`config.mk`:
```
export PLATFORM = sky130hd
export DESIGN_NAME = decode_scoreboard
export DESIGN_NICKNAME = d
export VERILOG_FILES = /design/src/rtl/decode_scoreboard.sv
export SDC_FILE = /design/constraint.sdc
export NUM_CORES = 1
export LEC_CHECK = 0
export ABC_AREA = 1
export ABC_CLOCK_PERIOD_IN_PS = 4200
export CAP_MARGIN = 10
export CORE_ASPECT_RATIO = 1.2
export CORE_UTILIZATION = 60
export DETAILED_ROUTE_END_ITERATION = 8
export PLACE_DENSITY = 0.83
export SYNTH_ARGS = -nofsm -noshare
export SYNTH_HDL_FRONTEND = slang
export SYNTH_SLANG_ARGS = --single-unit
```
`constraint.sdc`:
```
create_clock -name clk -period 4.2 [get_ports clk]
set_clock_uncertainty 0.05 [all_clocks]
set_input_delay 0.63 -clock clk [delete_from_list [all_inputs] [get_ports clk]]
set_output_delay 0.63 -clock clk [all_outputs]
set_load 0.01 [all_outputs]
```
`src/rtl/decode_scoreboard.sv`:
```
// decode_scoreboard: decode-stage hazard controller.
// Tracks outstanding register writes per architectural register, stalls decode
// on RAW hazards whose producer is not yet forwardable (or when a register has
// too many writes in flight), and steers the operand muxes to the bypass path.
module decode_scoreboard #(
    parameter int NUM_REGS     = 32,
    parameter int REG_ID_W     = 5,
    parameter int ALU_LAT      = 1,
    parameter int LOAD_LAT     = 2,
    parameter int MAX_INFLIGHT = 3
) (
    input  logic                clk,
    input  logic                reset,
    input  logic                dec_valid,
    input  logic [REG_ID_W-1:0] dec_rs1,
    input  logic [REG_ID_W-1:0] dec_rs2,
    input  logic                dec_use_rs1,
    input  logic                dec_use_rs2,
    input  logic [REG_ID_W-1:0] dec_rd,
    input  logic                dec_wr,
    input  logic                dec_is_load,
    input  logic                ex_ready,
    input  logic                flush,
    input  logic                wb_en,
    input  logic [REG_ID_W-1:0] wb_rd,
    output logic                stall,
    output logic                issue,
    output logic                fwd_rs1,
    output logic                fwd_rs2,
    output logic [31:0]         stall_count,
    output logic                sb_error
);

    // Countdown reload values: a producer is forwardable once its count hits 0.
    localparam logic [1:0] ALU_CNT  = 2'(ALU_LAT - 1);
    localparam logic [1:0] LOAD_CNT = 2'(LOAD_LAT - 1);
    localparam logic [1:0] MAX_PEND = 2'(MAX_INFLIGHT);

    logic [1:0]  pend_q [NUM_REGS];
    logic [1:0]  pend_d [NUM_REGS];
    logic [1:0]  cnt_q  [NUM_REGS];
    logic [1:0]  cnt_d  [NUM_REGS];
    logic [31:0] stall_count_q, stall_count_d;
    logic        sb_error_q, sb_error_d;

    logic busy_rs1, busy_rs2, cnt_nz_rs1, cnt_nz_rs2;
    logic raw1, raw2, fwd1, fwd2, full;
    logic stall_int, issue_int;

    // Hazard decision from start-of-cycle state only (no same-cycle wb bypass).
    always_comb begin
        busy_rs1   = (pend_q[dec_rs1] != 2'd0);
        busy_rs2   = (pend_q[dec_rs2] != 2'd0);
        cnt_nz_rs1 = (cnt_q[dec_rs1] != 2'd0);
        cnt_nz_rs2 = (cnt_q[dec_rs2] != 2'd0);
        raw1       = dec_use_rs1 & busy_rs1 & cnt_nz_rs1;
        raw2       = dec_use_rs2 & busy_rs2 & cnt_nz_rs2;
        fwd1       = dec_use_rs1 & busy_rs1 & ~cnt_nz_rs1;
        fwd2       = dec_use_rs2 & busy_rs2 & ~cnt_nz_rs2;
        full       = dec_wr & (dec_rd != '0) & (pend_q[dec_rd] == MAX_PEND);
        // Reset forces every handshake output low regardless of decode inputs.
        stall_int  = ~reset & dec_valid & ~flush & (raw1 | raw2 | full | ~ex_ready);
        issue_int  = ~reset & dec_valid & ~flush & ~stall_int;
        stall      = stall_int;
        issue      = issue_int;
        fwd_rs1    = ~reset & fwd1 & dec_valid;
        fwd_rs2    = ~reset & fwd2 & dec_valid;
    end

    // Next-state for the per-register scoreboard, stall counter and error flag.
    always_comb begin
        sb_error_d    = sb_error_q |
                        (wb_en & (wb_rd != '0) & (pend_q[wb_rd] == 2'd0));
        stall_count_d = stall_count_q + 32'(stall_int);
        pend_d[0]     = 2'd0;
        cnt_d[0]      = 2'd0;
        for (int r = 1; r < NUM_REGS; r++) begin
            logic iss_hit;
            logic wb_hit;
            iss_hit   = issue_int & dec_wr & (dec_rd == REG_ID_W'(r));
            // A writeback against an empty entry is an error and changes nothing.
            wb_hit    = wb_en & (wb_rd == REG_ID_W'(r)) & (pend_q[r] != 2'd0);
            pend_d[r] = pend_q[r];
            cnt_d[r]  = cnt_q[r];
            if (iss_hit && !wb_hit) begin
                pend_d[r] = pend_q[r] + 2'd1;
            end else if (!iss_hit && wb_hit) begin
                pend_d[r] = pend_q[r] - 2'd1;
            end
            // The youngest writer's latency always wins; draining clears the count.
            if (iss_hit) begin
                cnt_d[r] = dec_is_load ? LOAD_CNT : ALU_CNT;
            end else if (wb_hit && (pend_q[r] == 2'd1)) begin
                cnt_d[r] = 2'd0;
            end else if ((pend_q[r] != 2'd0) && (cnt_q[r] != 2'd0)) begin
                cnt_d[r] = cnt_q[r] - 2'd1;
            end
        end
    end

    // State registers with synchronous active-high reset.
    always_ff @(posedge clk) begin
        if (reset) begin
            for (int r = 0; r < NUM_REGS; r++) begin
                pend_q[r] <= 2'd0;
                cnt_q[r]  <= 2'd0;
            end
            stall_count_q <= 32'd0;
            sb_error_q    <= 1'b0;
        end else begin
            for (int r = 0; r < NUM_REGS; r++) begin
                pend_q[r] <= pend_d[r];
                cnt_q[r]  <= cnt_d[r];
            end
            stall_count_q <= stall_count_d;
            sb_error_q    <= sb_error_d;
        end
    end

    assign stall_count = stall_count_q;
    assign sb_error    = sb_error_q;

endmodule

```
# [Yosys cells after proc, flatten, opt, wreduce, memory -nomap -nowiden]
# Memory sizes are Yosys's and may differ from the RTL's.
# Index checks and enable logic that the tools add are counted.
[word_totals] romBits=0 input_bits=30 out_inout_bits=37 elab_cells=856 latchBits=0 ff_bits=33 memories=2 ram_bits=128
[memory_table] name="cnt_q" words=32 word_bits=2 rd=33 rd_ports_with_merged_regs=0 write_ports=32 line="41" rtl="logic [1:0] cnt_q [NUM_REGS];"
[memory_table] name="pend_q" words=32 word_bits=2 rd=35 rd_ports_with_merged_regs=0 write_ports=32 line="39" rtl="logic [1:0] pend_q [NUM_REGS];"
[classes] addsub=94 bitwise=186 div=0 n_lt_le_gt_ge=0 reduce_logical=255 n_mux=223 eq_ne=94 multipliers=0 shifts=0
[op_table] operator="2-to-1 mux 2 bit" n=219
[op_table] operator="equality test 5 bit (second input constant)" n=32
[op_table] operator="nonzero test 2 bit" n=66
[op_table] operator="logical AND 1 bit" n=124
[op_table] operator="subtractor 2 x 1 -> 2 bit (second input constant)" n=62
[op_table] operator="AND 1 bit" n=112
[op_table] operator="equality test 5 x 4 -> 1 bit (second input constant)" n=16
[op_table] operator="bitwise OR 1 bit" n=68
[op_table] operator="adder 2 x 1 -> 2 bit (second input constant)" n=31
[op_table] operator="equality test 2 x 1 -> 1 bit (second input constant)" n=31
[op_table] operator="logical NOT 1 bit" n=62
[op_table] operator="equality test 5 x 3 -> 1 bit (second input constant)" n=8
[op_table] operator="adder 32 x 1 -> 32 bit" n=1
[op_table] operator="equality test 5 x 2 -> 1 bit (second input constant)" n=4
[op_table] operator="equality test 5 x 1 -> 1 bit (second input constant)" n=2
[op_table] operator="nonzero test 5 bit" n=2
[op_table] operator="inverter 1 bit" n=6
[op_table] operator="2-to-1 mux 1 bit" n=4
[op_table] operator="equality test 2 bit (second input constant)" n=1
[op_table] operator="logical NOT 2 bit" n=1

# [Depth between registers and ports, before layout]
# Gate-level depths: netlist of run 1.
# An unclocked memory read counts as a cell.
[logic_depth] depth_word=17 depth_mapped=30 depth_no_buf=29

# [Worst setup path before layout of run 1]
# Ideal clock, no wire load.
[synth_timing] path_type="in2reg" from="input dec_rd[0]" to="register stall_count_q[25] (netlist: stall_count[25])" cell_stages=28 setup_ps=119 t_required_ps=4031 setup_slack_ps=448 n_path_buf=1 t_arrival_ps=3583 path_cell_list="buf_4 inv_2 nand2_1 nor2_1 nand2_1 nand2_1 nor2_1 nand2_1 nand3_1 nand2_1 a21oi_1 nand3_1 nand3_1 inv_1 ha_1 nand3_1 nor2_1 nand2_1 nor2_1 nand4_1 nor2_1 nand4_1 nor2_1 nand3_1 nor2_1 nand2_1 o21ai_0 a21oi_1"
[synth_between] elab_chain_cells=7 elab_cells_between_ends=9 cone_classes="1 x add/sub; 1 x eq/ne; 5 x bitwise; 1 x reduce/logical; 1 x memory"
[synth_lines] item="start: declaration" line="19" rtl="input logic [REG_ID_W-1:0] dec_rd,"
[synth_lines] item="memory read (32 x 2 bit) / nonzero test 5 bit (equally long branches)"
[synth_lines] item="equality test 2 bit / AND 1 bit (equally long branches)" line="60" rtl="full = dec_wr & (dec_rd != '0) & (pend_q[dec_rd] == MAX_PEND);"
[synth_lines] item="AND 1 bit *" line="60"
[synth_lines] item="bitwise OR 1 bit * (2 in series)" line="62" rtl="stall_int = ~reset & dec_valid & ~flush & (raw1 | raw2 | full | ~ex_ready);"
[synth_lines] item="AND 1 bit *" line="62"
[synth_lines] item="named net stall" line="26" rtl="output logic stall,"
[synth_lines] item="adder 32 x 1 -> 32 bit *" line="74" rtl="stall_count_d = stall_count_q + 32'(stall_int);"
[synth_lines] item="end signal: assignment" line="115" rtl="stall_count_q <= stall_count_d;"
[synth_lines] item="end: declaration" line="43" rtl="logic [31:0] stall_count_q, stall_count_d;"
# The timed path passes the listed nets; every way through them passes the cells marked *.
# A chain may end at the register's enable or synchronous reset.

# [Worst setup path after layout of run 1]
[layout_timing] from="input dec_rs1[2]" to="register stall_count_q[27] (netlist: stall_count[27])"
[layout_between] elab_chain_cells=9 elab_cells_between_ends=11 cone_classes="1 x add/sub; 6 x bitwise; 2 x reduce/logical; 2 x memory"
[layout_lines] item="start: declaration" line="15" rtl="input logic [REG_ID_W-1:0] dec_rs1,"
[layout_lines] item="memory read (32 x 2 bit)"
[layout_lines] item="nonzero test 2 bit" line="52" rtl="busy_rs1 = (pend_q[dec_rs1] != 2'd0);"
[layout_lines] item="AND 1 bit" line="56" rtl="raw1 = dec_use_rs1 & busy_rs1 & cnt_nz_rs1;"
[layout_lines] item="AND 1 bit *" line="56"
[layout_lines] item="bitwise OR 1 bit * (3 in series)" line="62"
[layout_lines] item="AND 1 bit *" line="62"
[layout_lines] item="adder 32 x 1 -> 32 bit *" line="74"
# Mark *: on every way between the ends. The rest lies on a longest branch, timed or not.

==> results of run 1 <==
[worst min path at each step]
stage	startpoint	to	cells after the start
2_1_floorplan	stall_count[31]	stall_count[31]	1
3_3_place_gp	sb_error	sb_error	2
3_5_place_dp	sb_error	sb_error	2
4_1_cts	sb_error	sb_error	2
5_1_grt	stall_count[31]	stall_count[31]	1
6_report	sb_error	sb_error	2
[sequential cells by signal (all words and copies together), names as in the netlist]
name / cells
cnt_q: 62
sb_error: 1
stall_count: 32
pend_q: 62
[kinds of logic after synthesis]
group | after synthesis | synth area share [%]
xor+xnor | 56 | 3.91
buf+inv | 386 | 12.0
simple gates | 1041 | 35.7
flops | 157 | 25.0
fa+ha+maj | 127 | 12.7
compound gates | 255 | 10.7
[layout by cell type, fill, tap and decap left out, types with 7 or more instances in the layout]
| cell type | synthesis | layout |
|---|---|---|
| o21ai_0 | 131 | 129 |
| nor3_1 | 12 | 12 |
| clkbuf_16 | 0 | 17 |
| ha_1 | 127 | 126 |
| nor2_1 | 360 | 352 |
| nand2_1 | 364 | 361 |
| a21oi_1 | 97 | 97 |
| xor2_1 | 24 | 24 |
| inv_1 | 321 | 320 |
| clkdlybuf4s50_1 | 0 | 59 |
| nand3_2 | 14 | 17 |
| nand4_1 | 73 | 73 |
| xnor2_1 | 32 | 32 |
| dfxtp_1 | 157 | 157 |
| nand3_1 | 207 | 204 |
| inv_2 | 6 | 7 |
| buf_4 | 6 | 111 |
[timing repair]
item	in CTS	in global routing
resized for setup	7	20
setup endpoints to repair	3	10
pin swaps	1	6
buffers inserted	1	2
[power by group]
| group | switching, uW | total [uW] | internal (uW) | leakage (uW) |
|---|---|---|---|---|
| Clock | 750 | 1590 | 837 | 0.000281 |
| Combinational | 269 | 402 | 133 | 0.00552 |
| Sequential | 2.18 | 1490 | 1490 | 0.00126 |
| Total | 1020 | 3480 | 2460 | 0.00706 |
[cells in the mapped netlist (2+ instances only)]
| library cell | number |
|---|---|
| clkbuf_1 | 27 |
| nand3_1 | 207 |
| nand3_2 | 14 |
| nand2_2 | 2 |
| o221ai_1 | 3 |
| inv_1 | 321 |
| buf_2 | 14 |
| inv_2 | 6 |
| o21ai_0 | 131 |
| nand4_1 | 73 |
| nor3_1 | 12 |
| a221oi_1 | 2 |
| xor2_1 | 24 |
| buf_4 | 6 |
| ha_1 | 127 |
| buf_6 | 2 |
| a31oi_1 | 3 |
| o22ai_1 | 5 |
| clkinv_1 | 2 |
| o21a_1 | 2 |
| nor2_2 | 3 |
| nand2_1 | 364 |
| nor4_1 | 4 |
| buf_1 | 8 |
| a21oi_1 | 97 |
| dfxtp_1 | 157 |
| xnor2_1 | 32 |
| nor2_1 | 360 |
| o211ai_1 | 6 |
[worst register-to-register path: cells and delay by family, from the launching register on]
kind            cells  cell delay (ns)
simple gates       23             2.49
fa+ha+maj           1             0.19
flops               1             0.51
compound gates      2             0.21
buf+inv             2             0.20
[layout make-up]
class / instances / area [um^2] / area share [%]
Inverter: 329 / 1230 / 8.33
Clock inverter: 14 / 146 / 0.987
Sequential cell: 157 / 3140 / 21.2
Clock buffer: 17 / 425 / 2.87
Multi-Input combinational cell: 1479 / 7970 / 53.8
Tap cell: 265 / 332 / 2.24
Timing Repair Buffer: 181 / 1580 / 10.6
[metal layers]
layer | GRT usage (%) | part of all wire (%) | wire length (um)
met1 | 50.1 | 39 | 17600
met2 | 69.7 | 45 | 20400
met3 | 10.0 | 9.9 | 4490
met4 | 24.2 | 6.2 | 2820
met5 | 0 | 0 | 0
[per-stage QoR]
| stage | setup TNS, ns | hold WS [ns] |
|---|---|---|
| floorplan | 0 | 0.423 |
| finish | 0 | 0.444 |
| global route | -0.0303 | 0.475 |
| CTS | 0 | 0.439 |
| global placement | -3.37 | 0.400 |
| detailed placement | -4.12 | 0.423 |
==> flow_summary_export.csv, run 1 <==
group,metric,value,unit
synthesis,synthesis.area,0.0126,mm^2
route,routed_wl,45300,um
worst_setup_path,reg2reg_slack,0.44,ns
global_routing,grt_pass1_vias,13500,
worst_setup_path,r2r_end,"stall_count[27]",
route,antenna_left,0,
route,first_pass_iters,9,
global_routing,overflow,0,
timing,setup_ws,0.189,ns
synthesis,yosysSeqAreaShare,25.0,%
cts,cts-buffers-inserted,17,
floorplanning,die_area,0.0215,mm^2
floorplanning,std_cell_rows,57,
placement,dp_cells,2408,
cells_and_area,diodes,0,
cts,root_buffer,"clkbuf_16",
cts,htreeDepth,4,
synthesis,synthCells,2022,
placement,io_buffers,66,
worst_setup_path,crit_path_frequent_cell,"nand2_1",
timing,hold_viol,0,
timing,max_freq,249,MHz
status,violations,"design-rule violations",
job,drv_cap,0,
placement,pre_cts_slack,-0.683,ns
route,wire_per_inst,18.5,um
cells_and_area,area_growth,18.2,%
floorplanning,die_x,134,um
cts,clk_latency,0.45,ns
synthesis,postSynthNetCount,2179,
power,leakagePower,0.00706,uW
cts,clock-sinks,157,
route,drt_iter0_drc,1475,
worst_setup_path,cp_data_required_time,4.49,ns
placement,gp_congestion,1.13,
worst_setup_path,critPathTopFamily,"simple AND/OR/NAND/NOR gates",
worst_setup_path,cp-end-kind,"register",
worst_setup_path,crit_start,"dec_rs1[2]",
route,vias,14300,
cts,cts_tree,"built",
route,post-route-drc-count,15,
power,ir_drop,0.000292,V
global_routing,grt_start_max_net_pins,82,
timing,finalCritPeriodShare,95.5,%
cells_and_area,postLayoutCoreUtil,72.7,%
worst_setup_path,rr_worst_depth,28,
cells_and_area,fill_cells,1740,
cts,cts_hold_buffers,0,
timing,tightest_slew,1.21,ns
hold_path,min_path_type,"register to register",
worst_setup_path,crit_path_start_kind,"input port",
global_routing,grt_pass1_wl,70500,um
cts,clk_pin_slew,0.08,ns
placement,dpl-instance-area,0.0142,mm^2
placement,place_hpwl,33800,um
floorplanning,initial_utilization,61.5,%
synthesis,synthArstFlopShare,0,%
global_routing,antenna_found_initial,0,
floorplanning,ios,67,
worst_setup_path,crit_arrival,4.30,ns
worst_setup_path,path_class,"input port to register",
floorplanning,core,0.0204,mm^2
cells_and_area,drive_gt1_share,8.64,%
cells_and_area,fin_area,0.0148,mm^2
power,p_per_area,235,mW/mm^2
power,p_total,3480,uW
worst_setup_path,critPathBufInv,4,
timing,slew_violations,0,
synthesis,ys_warn_count,0,
worst_setup_path,r2r-start,"pend_q[15][0]",
synthesis,synth_edf_count,0,
synthesis,synth.distinct_cells,37,
status,outcome,"finished, violations left",
worst_setup_path,path_depth,27,
synthesis,ys.flop_type,"dfxtp_1",
timing,finalCriticalPeriod,4.01,ns
synthesis,synth.largest_area_cell,"dfxtp_1",
synthesis,syn_avg_cell_area,6.21,um^2
synthesis,synth_area_leaders,"dfxtp_1, ha_1, nand2_1",
synthesis,ys_seq_elements,157,
cells_and_area,instances_no_fill,2442,
cts,clk_path_buf_depth,2,
timing,setup_viol,0,
global_routing,grt_usage,42.3,%
floorplanning,die_h,160,um
worst_setup_path,critPathCapture,"stall_count[27]",
cells_and_area,nNetsFinal,2322,
worst_setup_path,cp_max_fo,8,
synthesis,synth_top_cell_area_share,25.0,%
timing,relSlewSlack,18.8,%
worst_setup_path,max_stage_delay,0.52,ns
worst_setup_path,cp_slowest_cell,"clkdlybuf4s50_1",
route,vias_per_cell,5.84,
Power figures use the tool's default switching activity.
==> inputs of run 2 (changes only) <==
--- a/config.mk
+++ b/config.mk
@@ -11,6 +11,7 @@
 export CORE_ASPECT_RATIO = 1.2
 export CORE_UTILIZATION = 60
 export DETAILED_ROUTE_END_ITERATION = 8
+export GPL_TIMING_DRIVEN = 0
 export PLACE_DENSITY = 0.83
 export SYNTH_ARGS = -nofsm -noshare
 export SYNTH_HDL_FRONTEND = slang
==> flow_summary_export.csv, run 2 (synthesis results as in run 1) <==
group,metric,value,unit
global_routing,grt_pass1_wl,76100,um
placement,gp_congestion,1.12,
floorplanning,die_x,134,um
cells_and_area,fin_area,0.0144,mm^2
hold_path,min_path_type,"register to register",
cts,cts-buffers-inserted,17,
cts,clk_latency,0.45,ns
global_routing,grt_pass1_vias,13900,
power,ir_drop,0.000275,V
cells_and_area,mostFrequentLayoutCells,"nand2_1, nor2_1, inv_1",
floorplanning,initial_utilization,61.5,%
cts,clk_path_buf_depth,2,
route,vias,14700,
status,outcome,"complete, no violations",
job,drv_cap,0,
power,switching_share,31.0,%
cells_and_area,fill_cells,1790,
floorplanning,std_cell_rows,57,
worst_setup_path,cp_max_fo,10,
route,first_pass_iters,8,
cells_and_area,diodes,0,
cells_and_area,area_growth,15.1,%
cts,cts_tree,"built",
timing,tightest_slew,1.16,ns
power,seqPwrFrac,41.2,%
worst_setup_path,cp-end-kind,"register",
worst_setup_path,crit_arrival,4.49,ns
cells_and_area,nNetsFinal,2278,
floorplanning,ios,67,
power,p_comb_share,12.4,%
worst_setup_path,cp_data_required_time,4.55,ns
timing,max_freq,242,MHz
cts,clock-sinks,157,
timing,relSlewSlack,22.6,%
route,drt_iter0_drc,2065,
power,leakagePower,0.00673,uW
route,antenna_left,0,
placement,place_hpwl,37200,um
route,vias_per_cell,6.13,
cts,htreeDepth,4,
power,power.switching,1120,uW
timing,finalCriticalPeriod,4.14,ns
placement,dpl-instance-area,0.0135,mm^2
power,clockPowerShare,46.4,%
timing,setup_viol,0,
placement,io_buffers,60,
timing,slew_violations,0,
global_routing,overflow,0,
cells_and_area,drive_gt1_share,6.51,%
route,wire_per_inst,21.5,um
floorplanning,die_h,160,um
cts,root_buffer,"clkbuf_16",
floorplanning,core,0.0204,mm^2
cells_and_area,final_common_cell,"nand2_1",
cts,clk_pin_slew,0.07,ns
power,intPower,2500,uW
worst_setup_path,path_class,"input port to register",
global_routing,antenna_found_initial,0,
route,post-route-drc-count,0,
route,routed_wl,51500,um
global_routing,grt_start_max_net_pins,17,
global_routing,grt_usage,47.4,%
worst_setup_path,crit_path_start_kind,"input port",
floorplanning,die_area,0.0215,mm^2
timing,setup_tns,0,ns
timing,finalCritPeriodShare,98.6,%
timing,hold_viol,0,
power,p_per_area,251,mW/mm^2
run 2: layout make-up:
type                    count  area [um^2]  share of cell area, %
multi-input cells        1479         8040                   55.7
flip-flops and latches    157         3140                   21.8
inverters                 329         1250                   8.64
repair buffers             80          747                   5.17
clock buffers              17          425                   2.94
plain buffers              57          334                   2.31
well taps                 265          332                   2.30
clock inverters            15          176                   1.22
run 2: path summary, 6_finish.rpt:
path / startpoint / slack (ns) / depth (start not counted) / endpoint
max reg2reg: pend_q[5][0] / 0.34 / 26 / stall_count[25]
max: dec_wr / 0.06 / 11 / pend_q[17][1]
min: stall_count[31] / 0.43 / 1 / stall_count[31]
min reg2reg: stall_count[31] / 0.43 / 1 / stall_count[31]
run 2: repair_timing:
action,4_1_cts,5_1_grt
buffers inserted,7,13
pin swaps,3,8
endpoints found under the setup margin,41,27
resized for setup,44,57
hold buffers,0,0
run 2: per-layer routing:
metal / GRT usage [%] / up-vias / routed length, um
met4: 37.0 / 0 / 4630
li1: - / 6709 / -
met5: 0 / - / 0
met2: 75.4 / 987 / 22300
met1: 54.2 / 6691 / 18100
met3: 12.0 / 320 / 6450
run 2: critical path, stage by stage:
cell and delay [ns]:
clkdlybuf4s50_1 0.51, clkbuf_2 0.50, nand2_1 0.16, clkinv_1 0.32
clkbuf_1 0.74, nand2_1 0.70, nor2_1 0.32, ha_1 0.30
a21oi_1 0.14, o21ai_0 0.10, inv_1 0.05
run 2: power by group through the flow:
stage | logic, uW | clock network (uW) | registers, uW
3_5_place_dp | 382 | 0 | 1530
5_1_grt | 454 | 1730 | 1490
2_1_floorplan | 191 | 0 | 1530
6_report | 448 | 1680 | 1490
3_3_place_gp | 380 | 0 | 1530
4_1_cts | 400 | 1670 | 1490
run 2: through the flow:
stage / cells / setup slack (ns) / total power [uW] / util, % / hold slack [ns]
after floorplan: 2022 / 0.448 / 1720 / - / 0.423
after global placement: 2347 / -1.22 / 1910 / 66.1 / 0.400
after detailed placement: 2347 / -1.25 / 1910 / 66.1 / 0.404
after CTS: 2386 / 0.00648 / 3560 / 69.8 / 0.423
after global routing: 2399 / -0.0160 / 3670 / 70.8 / 0.443
final: 2399 / 0.0600 / 3620 / 70.8 / 0.425
